<file path="config.mk">
export PLATFORM = sky130hd
export DESIGN_NAME = alu_seq
export DESIGN_NICKNAME = d
export VERILOG_FILES = /design/src/rtl/alu_seq.sv
export SDC_FILE = /design/constraint.sdc
export NUM_CORES = 1
export LEC_CHECK = 0
export ABC_AREA = 1
export BUFFER_PORTS_ARGS = -buffer_cell sky130_fd_sc_hd__buf_2
export CAP_MARGIN = 20
export CELL_PAD_IN_SITES_DETAIL_PLACEMENT = 1
export CELL_PAD_IN_SITES_GLOBAL_PLACEMENT = 2
export CORE_MARGIN = 2
export CORE_UTILIZATION = 33
export CTS_CLUSTER_SIZE = 28
export DETAILED_ROUTE_END_ITERATION = 10
export PLACE_DENSITY_LB_ADDON = 0.1
export SLEW_MARGIN = 40
export SYNTH_ARGS = -nofsm -noshare
export SYNTH_HDL_FRONTEND = slang
export SYNTH_SLANG_ARGS = --single-unit
</file>
<file path="constraint.sdc">
create_clock -name clk -period 6.4 [get_ports clk]
set_clock_uncertainty 0.15 [all_clocks]
set_input_delay 0.96 -clock clk [delete_from_list [all_inputs] [get_ports clk]]
set_output_delay 0.96 -clock clk [all_outputs]
set_load 0.02 [all_outputs]
</file>
<file path="src/rtl/alu_seq.sv">
// Sequential ALU with valid/ready handshakes on both sides. Define ALU_SEQ_MDU_EN
// to add the iterative multiply/divide unit (shift-add multiply, restoring divide).
module alu_seq #(
    parameter int XLEN = 32,
    parameter int SHW  = $clog2(XLEN)
) (
    input  logic            clk,
    input  logic            rst_n,
    input  logic            in_valid,
    output logic            in_ready,
    input  logic [4:0]      op,
    input  logic [XLEN-1:0] a,
    input  logic [XLEN-1:0] b,
    output logic            out_valid,
    input  logic            out_ready,
    output logic [XLEN-1:0] result,
    output logic            zero,
    output logic            illegal
);

    // state | meaning
    // IDLE  | waiting for an operation, in_ready=1
    // BUSY  | multiply/divide iterating, in_ready=0
    // DONE  | result held, out_valid=1, in_ready follows out_ready
`ifdef ALU_SEQ_MDU_EN
    typedef enum logic [1:0] {IDLE = 2'd0, BUSY = 2'd1, DONE = 2'd2} state_t;
`else
    typedef enum logic [1:0] {IDLE = 2'd0, DONE = 2'd2} state_t;
`endif

    state_t          state;
    logic            accept;
    logic [SHW-1:0]  shamt;
    logic [XLEN-1:0] base_res;
    logic            base_ill;

    assign in_ready = (state == IDLE) || ((state == DONE) && out_ready);
    assign accept   = in_valid && in_ready;
    assign shamt    = b[SHW-1:0];

    always_comb begin
        base_res = '0;
        base_ill = 1'b0;
        case (op)
            5'b00010: base_res = a + b;
            5'b00110: base_res = a - b;
            5'b00000: base_res = a & b;
            5'b00001: base_res = a | b;
            5'b01100: base_res = a ^ b;
            5'b00111: base_res = {{(XLEN-1){1'b0}}, ($signed(a) < $signed(b))};
            5'b01111: base_res = {{(XLEN-1){1'b0}}, (a < b)};
            5'b01101: base_res = a << shamt;
            5'b01001: base_res = a >> shamt;
            5'b01011: base_res = $signed(a) >>> shamt;
            5'b01010: base_res = b;
            default:  base_ill = 1'b1;
        endcase
    end

`ifdef ALU_SEQ_MDU_EN
    localparam logic [SHW:0] CNT_INIT = (SHW+1)'(XLEN);

    logic [SHW:0]      cnt;
    logic [XLEN-1:0]   hi, lo, mcand;
    logic [2:0]        mop;
    logic              neg, div0;
    logic              sa, sb, a_neg, b_neg, neg_init;
    logic [XLEN-1:0]   mag_a, mag_b;
    logic [XLEN:0]     sum, rem_sh, diff;
    logic [XLEN-1:0]   nxt_hi, nxt_lo, mdu_res;
    logic [2*XLEN-1:0] prod_s;

    // Signedness and final sign are fixed at acceptance; the loop works on magnitudes.
    always_comb begin
        sa    = (op[2:0] == 3'b001) || (op[2:0] == 3'b010) ||
                (op[2:0] == 3'b100) || (op[2:0] == 3'b110);
        sb    = (op[2:0] == 3'b001) || (op[2:0] == 3'b100) || (op[2:0] == 3'b110);
        a_neg = sa && a[XLEN-1];
        b_neg = sb && b[XLEN-1];
        mag_a = a_neg ? -a : a;
        mag_b = b_neg ? -b : b;
        if (op[2] && op[1])
            neg_init = a_neg;
        else if (op[2])
            neg_init = (a_neg ^ b_neg) && (b != '0);
        else
            neg_init = a_neg ^ b_neg;
    end

    always_comb begin
        sum    = {1'b0, hi} + (lo[0] ? {1'b0, mcand} : '0);
        rem_sh = {hi, lo[XLEN-1]};
        diff   = rem_sh - {1'b0, mcand};
        if (mop[2]) begin
            if (!diff[XLEN]) begin
                nxt_hi = diff[XLEN-1:0];
                nxt_lo = {lo[XLEN-2:0], 1'b1};
            end else begin
                nxt_hi = rem_sh[XLEN-1:0];
                nxt_lo = {lo[XLEN-2:0], 1'b0};
            end
        end else begin
            nxt_hi = sum[XLEN:1];
            nxt_lo = {sum[0], lo[XLEN-1:1]};
        end
        prod_s = neg ? -{nxt_hi, nxt_lo} : {nxt_hi, nxt_lo};
        case (mop)
            3'b000:                 mdu_res = prod_s[XLEN-1:0];
            3'b001, 3'b010, 3'b011: mdu_res = prod_s[2*XLEN-1:XLEN];
            3'b100, 3'b101:         mdu_res = div0 ? '1 : (neg ? -nxt_lo : nxt_lo);
            default:                mdu_res = neg ? -nxt_hi : nxt_hi;
        endcase
    end
`endif

    always_ff @(posedge clk) begin
        if (!rst_n) begin
            state     <= IDLE;
            out_valid <= 1'b0;
            result    <= '0;
            zero      <= 1'b1;
            illegal   <= 1'b0;
`ifdef ALU_SEQ_MDU_EN
            cnt       <= '0;
            hi        <= '0;
            lo        <= '0;
            mcand     <= '0;
            mop       <= '0;
            neg       <= 1'b0;
            div0      <= 1'b0;
`endif
        end else begin
            case (state)
                IDLE, DONE: begin
                    if (accept) begin
`ifdef ALU_SEQ_MDU_EN
                        if (op[4]) begin
                            state     <= BUSY;
                            out_valid <= 1'b0;
                            cnt       <= CNT_INIT;
                            hi        <= '0;
                            lo        <= op[2] ? mag_a : mag_b;
                            mcand     <= op[2] ? mag_b : mag_a;
                            mop       <= op[2:0];
                            neg       <= neg_init;
                            div0      <= (b == '0);
                        end else
`endif
                        begin
                            state     <= DONE;
                            out_valid <= 1'b1;
                            result    <= base_res;
                            zero      <= (base_res == '0);
                            illegal   <= base_ill;
                        end
                    end else if ((state == DONE) && out_ready) begin
                        state     <= IDLE;
                        out_valid <= 1'b0;
                    end
                end
`ifdef ALU_SEQ_MDU_EN
                BUSY: begin
                    hi  <= nxt_hi;
                    lo  <= nxt_lo;
                    cnt <= cnt - (SHW+1)'(1);
                    // The last iteration writes its result directly.
                    if (cnt == (SHW+1)'(1)) begin
                        state     <= DONE;
                        out_valid <= 1'b1;
                        result    <= mdu_res;
                        zero      <= (mdu_res == '0);
                        illegal   <= 1'b0;
                    end
                end
`endif
                default: state <= IDLE;
            endcase
        end
    end

endmodule

</file>
==> results, run 1 <==
- The initial antenna violation count was 2.
- In the routed design, unresolved DRC markers number 0.
- STA classifies the critical path endpoint as a flip-flop.
- In this run the worst hold path is classified as flip-flop to flip-flop.
- The number of gates given a new drive strength after cts is 0.
- The synthesis-stage register bit count is 35.
- The maximum net fanout on the critical path is 38.
- The normalized max-slew margin is 36.3%.
- The clock passes through at most 2 buffers.
- The detail-routed net length per standard cell is approximately 24 µm.
- The initial utilization of the core area, before any placement, comes to 33.5%.
- The via count of the first global-routing pass was 15600.
- The area after detailed placement is 0.0123 mm².
- The number of standard-cell rows in the floorplan is 68.
- The post-synthesis async set-or-reset flop share is 0%.
- Entering global routing, the biggest net connects ~70 pins.
- The count of final hold-check violations is 0.
- During placement, the flow inserted port buffers numbering 108.
- At the end of routability-driven placement, the weighted congestion stood at 0.978.
- The synthesis-to-layout area growth is 7.18%.
- The predominant post-synthesis flop cell is sky130_fd_sc_hd__dfxtp_1.
- The sequential cell area fraction in the yosys report is 6.05%.
- The signal on the critical path passes through buf_2, ha_1, inv_1, fa_1, inv_1, nand3_1, nand3_1, nand2_1, nand2_1, nand2_1, nand3_1, nand2_1, nor2_1, nand2_1, nor2_1, nand3_1, nor2_1, nand2_1, nor2_1, nand2_1, nand2_1.
- In this run the power density over the cells is 119 mW/mm².
- The clock latency on the worst-skew pair is 0.28 ns.
- The first global-routing pass estimated 98.7 mm of wire.
- The launching element type of the critical path is a primary input.
- The net total in the final layout is between 2000 and 3000.
- The average instance area after synthesis is 5.00 µm².
- Summed over all failing endpoints, the final setup total negative slack is 0 ns.
- The clock period could shrink to 4.87 ns.
- The buffer and inverter count on the worst path is 3.
- The sum of net half-perimeters after detailed placement is 56.1 mm.
- The via total after detailed routing is 15855.
- The synthesis warning total is 0.
- The clock-pin slew of the registers on the worst-case setup and hold paths is 0.05 ns.
- The critical-path cell with the highest stage delay is sky130_fd_sc_hd__buf_2.
- The routed wire length is 67.7 mm.
- In this run, synthesis inferred 0 flip-flops with an integrated enable.
- The clock tree from TritonCTS is built.
- The die covers 0.0366 mm².
- The start-to-end type of the worst setup path is primary input to flip-flop.
- The required time of the worst setup path is 6.48 ns.
- The detailed router finished its first iteration with 1273 violations.
- IR analysis of the VDD net gives a maximum drop of 0.170 mV.
- The root buffer cell chosen for the clock tree is sky130_fd_sc_hd__clkbuf_16.
- The number of antenna-violating nets in the routed design is 0.
- The critical path's most frequent cell is sky130_fd_sc_hd__nand2_1.
- In the final layout, the share of cells above drive strength 1 is 7.18%.
- In this run the horizontal extent of the chip is about 190 µm.
- The analysis attributes to cell leakage a power of between 0.007 and 0.008 µW.
- The repair_antennas step left the layout with diodes totalling 0.
- The number of max-slew violations in the final report came to 0.
- The cell family with the largest share of critical-path delay is simple AND/OR/NAND/NOR gates.
- The final critical path takes up 76.2% of the cycle.
- Counting the buffers created by CTS gives 5.
- The cell area after layout is 0.0124 mm².
- For this design the top-level I/O count stands at 109.
- At the pin with the least slew margin, the transition time is approximately 0.95 ns.
- The stage delay of the slowest cell on the critical path is 0.61 ns.
- The maximum clock rate is 205 MHz.
- Setup repair after global routing left no endpoint under its margin.
- The maximum level of the CTS H-tree is 2.
- From bottom edge to top edge, the die measures 191 µm.
- The pre-antenna-repair detailed-routing pass consisted of 5 iterations.
- The overall power is 1470 µW.
- The tree built by TritonCTS fans out to 35 sinks.
- The cell area that synthesis handed to floorplanning was 0.0116 mm².
- The count of final setup violators is 0.
- The number of nets in the synthesized netlist is between 2000 and 2500.
- The area of the placeable core is 0.0345 mm².
- Global routing used about 36% of the available tracks.
- The run finished with clean final reports.
- The unique cell type count in the Yosys netlist is 46.
- The hold buffer count at CTS is 0.
- Using the TritonRoute via totals, the vias-per-cell ratio works out to 5.67.
- The number of max-capacitance violations reported is 0.
- The overall overflow remaining after global route is 0.
- The number of cells produced by synthesis is 2315.
- The number of buffers added for setup after CTS is 0.
- Data arrives at the worst endpoint at 4.95 ns.
-- cell usage in the layout, fill, tap and decap left out, types with 3 or more instances in the layout --
cell                          n
sky130_fd_sc_hd__a21oi_1     98
sky130_fd_sc_hd__and2_1       6
sky130_fd_sc_hd__buf_2      108
sky130_fd_sc_hd__buf_4       15
sky130_fd_sc_hd__clkbuf_16    5
sky130_fd_sc_hd__dfxtp_1     35
sky130_fd_sc_hd__ha_1        98
sky130_fd_sc_hd__inv_1      283
sky130_fd_sc_hd__inv_2       12
sky130_fd_sc_hd__nand2_1    777
sky130_fd_sc_hd__nand2_2      7
sky130_fd_sc_hd__nand3_1    414
sky130_fd_sc_hd__nand3_2      3
sky130_fd_sc_hd__nand3b_1     4
sky130_fd_sc_hd__nand4_1     32
sky130_fd_sc_hd__nor2_1     237
sky130_fd_sc_hd__nor2_2       5
sky130_fd_sc_hd__nor2_4       5
sky130_fd_sc_hd__nor3_1      22
sky130_fd_sc_hd__nor4_1       3
sky130_fd_sc_hd__o2111ai_1    4
sky130_fd_sc_hd__o211ai_1    18
sky130_fd_sc_hd__o21ai_0     82
sky130_fd_sc_hd__o21ai_1      6
sky130_fd_sc_hd__o21bai_1    15
sky130_fd_sc_hd__o221ai_1     3
sky130_fd_sc_hd__o22ai_1     20
-- sequential cells by signal, indices dropped and copies added (netlist names) --
name and count:
result 32, illegal 1, out_valid 1, zero 1
-- metrics by stage --
step / util, % / setup WS, ns / hold WS (ns) / cells
finish: 35.9 / 1.53 / 0.345 / 2795
global route: 35.9 / 1.26 / 0.377 / 2795
global placement: 35.4 / 1.37 / 0.331 / 2787
CTS: 35.9 / 1.55 / 0.352 / 2795
floorplan: - / 2.76 / 0.448 / 2315
detailed placement: 35.5 / 1.29 / 0.337 / 2787
-- power by group --
group,total (µW),internal [µW],switching (µW)
Clock,255,166,89.6
Combinational,972,256,716
Sequential,245,235,10.2
Total,1470,657,816
-- Yosys cell counts, types with 6 or more instances --
library cell / count / area share, %
sky130_fd_sc_hd__inv_1: 283 / 9.2
sky130_fd_sc_hd__o21ai_0: 82 / 3.5
sky130_fd_sc_hd__buf_1: 8 / 0.26
sky130_fd_sc_hd__o21ai_1: 6 / 0.26
sky130_fd_sc_hd__nor2_2: 6 / 0.32
sky130_fd_sc_hd__o211ai_1: 18 / 1.2
sky130_fd_sc_hd__nor2_1: 237 / 7.7
sky130_fd_sc_hd__buf_6: 8 / 0.78
sky130_fd_sc_hd__nand2_2: 7 / 0.38
sky130_fd_sc_hd__o22ai_1: 20 / 1.1
sky130_fd_sc_hd__nor3_1: 22 / 0.95
sky130_fd_sc_hd__nand3_1: 414 / 18
sky130_fd_sc_hd__buf_2: 56 / 2.4
sky130_fd_sc_hd__dfxtp_1: 35 / 6.1
sky130_fd_sc_hd__buf_4: 6 / 0.39
sky130_fd_sc_hd__a21oi_1: 98 / 4.2
sky130_fd_sc_hd__nand4_1: 32 / 1.7
sky130_fd_sc_hd__nand2_1: 777 / 25
sky130_fd_sc_hd__inv_2: 11 / 0.36
sky130_fd_sc_hd__and2_1: 6 / 0.32
sky130_fd_sc_hd__ha_1: 98 / 11
sky130_fd_sc_hd__clkbuf_1: 25 / 0.81
sky130_fd_sc_hd__o21bai_1: 15 / 0.97
-- logic make-up after synthesis --
group                    count (synthesis)  synth area share, %
flip-flops                              35                 6.05
AND/OR/NAND/NOR                       1521                 56.1
XOR/XNOR                                 1               0.0757
AO/OA/AOI/OAI                          255                 12.4
buffers and inverters                  403                 14.4
adder cells (fa/ha/maj)                100                 10.9
-- per-layer routing --
metal / GRT usage [%] / share of wire (%) / wire (µm) / up-vias
li1: - / - / - / 7502
met1: 47.1 / 43 / 29200 / 7683
met2: 58.8 / 44 / 30100 / 534
met3: 7.29 / 7.4 / 5000 / 132
met4: 15.6 / 4.9 / 3350 / 4
met5: 0 / 0.032 / 22 / -
-- final cells by class --
class / count / area, µm²
multi-input cells: 1877 / 9210
inverters: 297 / 1120
fillers: 5051 / 22100
well taps: 455 / 569
flip-flops and latches: 35 / 701
clock buffers: 8 / 156
repair buffers: 123 / 653
-- worst min-delay path, stage by stage (launching register included) --
cell and delay (ns):
sky130_fd_sc_hd__dfxtp_1 0.32, sky130_fd_sc_hd__o211ai_1 0.09, sky130_fd_sc_hd__inv_1 0.05
-- final timing paths --
check | startpoint | to | cells after the start | slack [ns]
max | b[0] | zero$_SDFFE_PN1P_ | 21 | 1.53
min | result[0]$_SDFFE_PN0P_ | result[0]$_SDFFE_PN0P_ | 2 | 0.35
max reg2reg | out_valid$_SDFFE_PN0P_ | result[7]$_SDFFE_PN0P_ | 9 | 3.89
min reg2reg | result[0]$_SDFFE_PN0P_ | result[0]$_SDFFE_PN0P_ | 2 | 0.35
Note: power is estimated with default switching activity, not from simulation.
==> run 2: changes to the inputs <==
--- a/config.mk
+++ b/config.mk
@@ -11,7 +11,7 @@
 export CELL_PAD_IN_SITES_DETAIL_PLACEMENT = 1
 export CELL_PAD_IN_SITES_GLOBAL_PLACEMENT = 2
 export CORE_MARGIN = 2
-export CORE_UTILIZATION = 33
+export CORE_UTILIZATION = 31
 export CTS_CLUSTER_SIZE = 28
 export DETAILED_ROUTE_END_ITERATION = 10
 export PLACE_DENSITY_LB_ADDON = 0.1
==> constraint.sdc (replaced) <==
create_clock -name clk -period 4.5 [get_ports clk]
set_clock_uncertainty 0.15 [all_clocks]
set_input_delay 0.675 -clock clk [delete_from_list [all_inputs] [get_ports clk]]
set_output_delay 0.675 -clock clk [all_outputs]
set_load 0.02 [all_outputs]
==> run 2 against run 1 <==
Compared with the run above:
- cell count grew 1.4%
- critical path depth decreased by 2
- worst setup slack worse by 0.86 ns
- die area grew 6.3%
- clock-buffer cell count is 3 lower
- power grew 48%
- flip-flop and latch count did not move
- sequential power is 43% higher
- clock power grew 59%
- worst hold slack improved by 0.0041 ns
==> results, run 2 (synthesis results as in run 1) <==
- The synthesis-to-layout area growth is 9.39%.
- The initial cell density of the core is between 30% and 40%.
- Hold is met by 0.350 ns.
- Dividing total power by cell area gives a power density of 172 mW/mm².
- The register with the most flip-flops is result.
- The total iterations of the first detailed-routing run is 6.
- The detail-routed net length per standard cell is 24.7 µm.
- Registers take between 700 and 800 µm².
- Setup repair after global routing left no endpoint under its margin.
- The critical path is of the primary input to flip-flop type.
- The TritonCTS buffer count is 5.
- The number of max-capacitance violations reported is 0.
- The number of input and output port buffers inserted is between 100 and 150.
- The top cell types in the final layout, fill and taps aside, are sky130_fd_sc_hd__nand2_1, sky130_fd_sc_hd__nand3_1, sky130_fd_sc_hd__inv_1.
- The number of cells on the worst reg-to-reg path is 14.
- The initial antenna violation count is 5.
- The via count of the first global-routing pass is 15970.
- The worst supply voltage drop on vdd is around 0.17 mV.
- The via total after detailed routing is 15900.
- The die span in x is 197 µm.
- The global-route total usage across every layer is 35.6%.
- The filler cells instantiated in the layout total between 5000 and 6000.
- Counting instances, the worst hold path has a depth of 2.
- The required time of the worst setup path is 4.57 ns.
- The worst path in the final design needs a cycle of 3.83 ns, including I/O delays and setup.
- Data arrives at the worst endpoint at 3.91 ns.
- The region available for standard cell placement spans 0.0367 mm².
- After detailed routing, the number of vias per cell comes to 5.61.
- The proportion of layout cells with a drive suffix above 1 is 8.32%.
- The number of gates given a new drive strength after cts is 0.
- The maximum net fanout on the critical path is 5.
- The routed wire length is 69.9 mm.
- The share of the core filled with cells in the final layout is 34.5%.
- The analysis attributes to cell leakage a power of 0.00716 µW.
- TritonCTS built the clock tree.
- The area enclosed by the die boundary is 0.0389 mm².
- Summing all multi-input logic gate instances after layout gives between 0.009 and 0.01 mm².
- The number of max-slew violations in the final report is 0.
- The HPWL after detailed placement is about 59 mm.
- Headroom to the max-slew limit came out at 48.1%.
- In this run, post-CTS hold repair placed 0 buffers.
- The register with the most flip-flops in the layout has 32 of them.
- At the end of routability-driven placement, the weighted congestion stood at 0.970.
- The launching element type of the critical path is a primary input.
- For the final routed database, the setup TNS stands at 0 ns.
- The number of primary I/O pins is roughly 110.
- The most common cell after layout, fill and taps aside is sky130_fd_sc_hd__nand2_1.
- STA classifies the critical path endpoint as a flip-flop.
- The number of DRC violations after detailed-routing iteration 0 is 1219.
- The first global-routing pass estimated 103 mm of wire.
- The buffer levels on the longest clock path is 2.
- The count of final setup violators is 0.
- The clock-pin slew of the registers on the worst-case setup and hold paths is 0.06 ns.
- After layout, the worst path uses 85.2% of the clock period.
- The clock root buffer is sky130_fd_sc_hd__clkbuf_16.
- The number of setup buffers added after CTS is 0.
- The clock net sink count is 35.
- The worst hold path belongs to the class flip-flop to flip-flop.
- The number of antenna-violating nets in the routed design is 0.
- The vertical die dimension is 197 µm.
- Timing would allow up to 261 MHz.
- The count of final hold-check violations is 0.
- The number of diodes is 0.
- The transition time at the pin with the least slew margin is 0.778 ns.
- The number of remaining DRC errors is 0.
- The final layout contains 2539 nets.
- The maximum level of the CTS H-tree is 2.
- The pin count of the biggest net entering global routing is 70.
- The clock latency on the worst-skew pair is 0.28 ns.
- The overall overflow remaining after global route is 0.
- The floorplan has 70 rows.
- The flow ran to the end, and the final reports show no timing, DRC or antenna violations.
-- run 2: changes by cell type in the layout (fill, tap and decap cells not counted), moves of 2 or more --
| cell | previous run | this run |
|---|---|---|
| sky130_fd_sc_hd__buf_4 | 15 | 40 |
| sky130_fd_sc_hd__nor2_2 | 5 | 7 |
| sky130_fd_sc_hd__clkbuf_8 | 2 | 0 |
| sky130_fd_sc_hd__buf_12 | 0 | 2 |
-- run 2: through the flow --
step	instances	instance area (µm²)	total power (µW)	setup WS (ns)
after floorplan	2315	11600	1210	1.15
after global placement	2827	12500	1740	0.401
after detailed placement	2827	12500	1750	0.422
after CTS	2835	12700	2160	0.705
after global routing	2835	12700	2330	0.560
final	2835	12700	2180	0.667
-- run 2: area by class of cell --
type                       count  area share (%)
clock buffer                   5           0.988
sequential                    35            5.53
tap                          468            4.62
inverter                     297            8.82
clock inverter                 3           0.375
timing repair buffer         150            6.96
multi-input combinational   1877            72.7
-- run 2: power breakdown --
part	internal (µW)	switching [µW]	leakage, µW
clock	264	142	0.0000844
sequential	334	16.7	0.000289
combinational	384	1040	0.00679
-- run 2: layer usage --
layer,track usage [%],vias up,wire (µm)
li1,-,7548,-
met3,3.81,101,3810
met2,60.6,454,32600
met1,47.6,7789,31400
met5,0,-,51
met4,9.44,8,2080
-- run 2: path summary, 6_finish.rpt --
check / startpoint / to / slack [ns]
worst max register to register: out_valid$_SDFFE_PN0P_ / zero$_SDFFE_PN1P_ / 2.38
worst min register to register: result[6]$_SDFFE_PN0P_ / result[6]$_SDFFE_PN0P_ / 0.35
worst max-delay path: a[0] / zero$_SDFFE_PN1P_ / 0.67
worst min-delay path: result[6]$_SDFFE_PN0P_ / result[6]$_SDFFE_PN0P_ / 0.35
-- run 2: critical path, stage by stage --
cell and delay (ns):
sky130_fd_sc_hd__buf_2 0.14, sky130_fd_sc_hd__ha_1 0.25, sky130_fd_sc_hd__inv_1 0.08, sky130_fd_sc_hd__fa_1 0.40, sky130_fd_sc_hd__inv_1 0.12, sky130_fd_sc_hd__nand3_1 0.11, sky130_fd_sc_hd__nand3_1 0.21, sky130_fd_sc_hd__nand2_1 0.08
sky130_fd_sc_hd__nand2_1 0.14, sky130_fd_sc_hd__nand2_1 0.08, sky130_fd_sc_hd__nand2_1 0.07, sky130_fd_sc_hd__nand4_1 0.25, sky130_fd_sc_hd__nor2_1 0.50, sky130_fd_sc_hd__nand3_1 0.30, sky130_fd_sc_hd__nor2_1 0.18, sky130_fd_sc_hd__nand3_1 0.09
sky130_fd_sc_hd__nor2_1 0.09, sky130_fd_sc_hd__nand2_1 0.06, sky130_fd_sc_hd__nand2_1 0.05
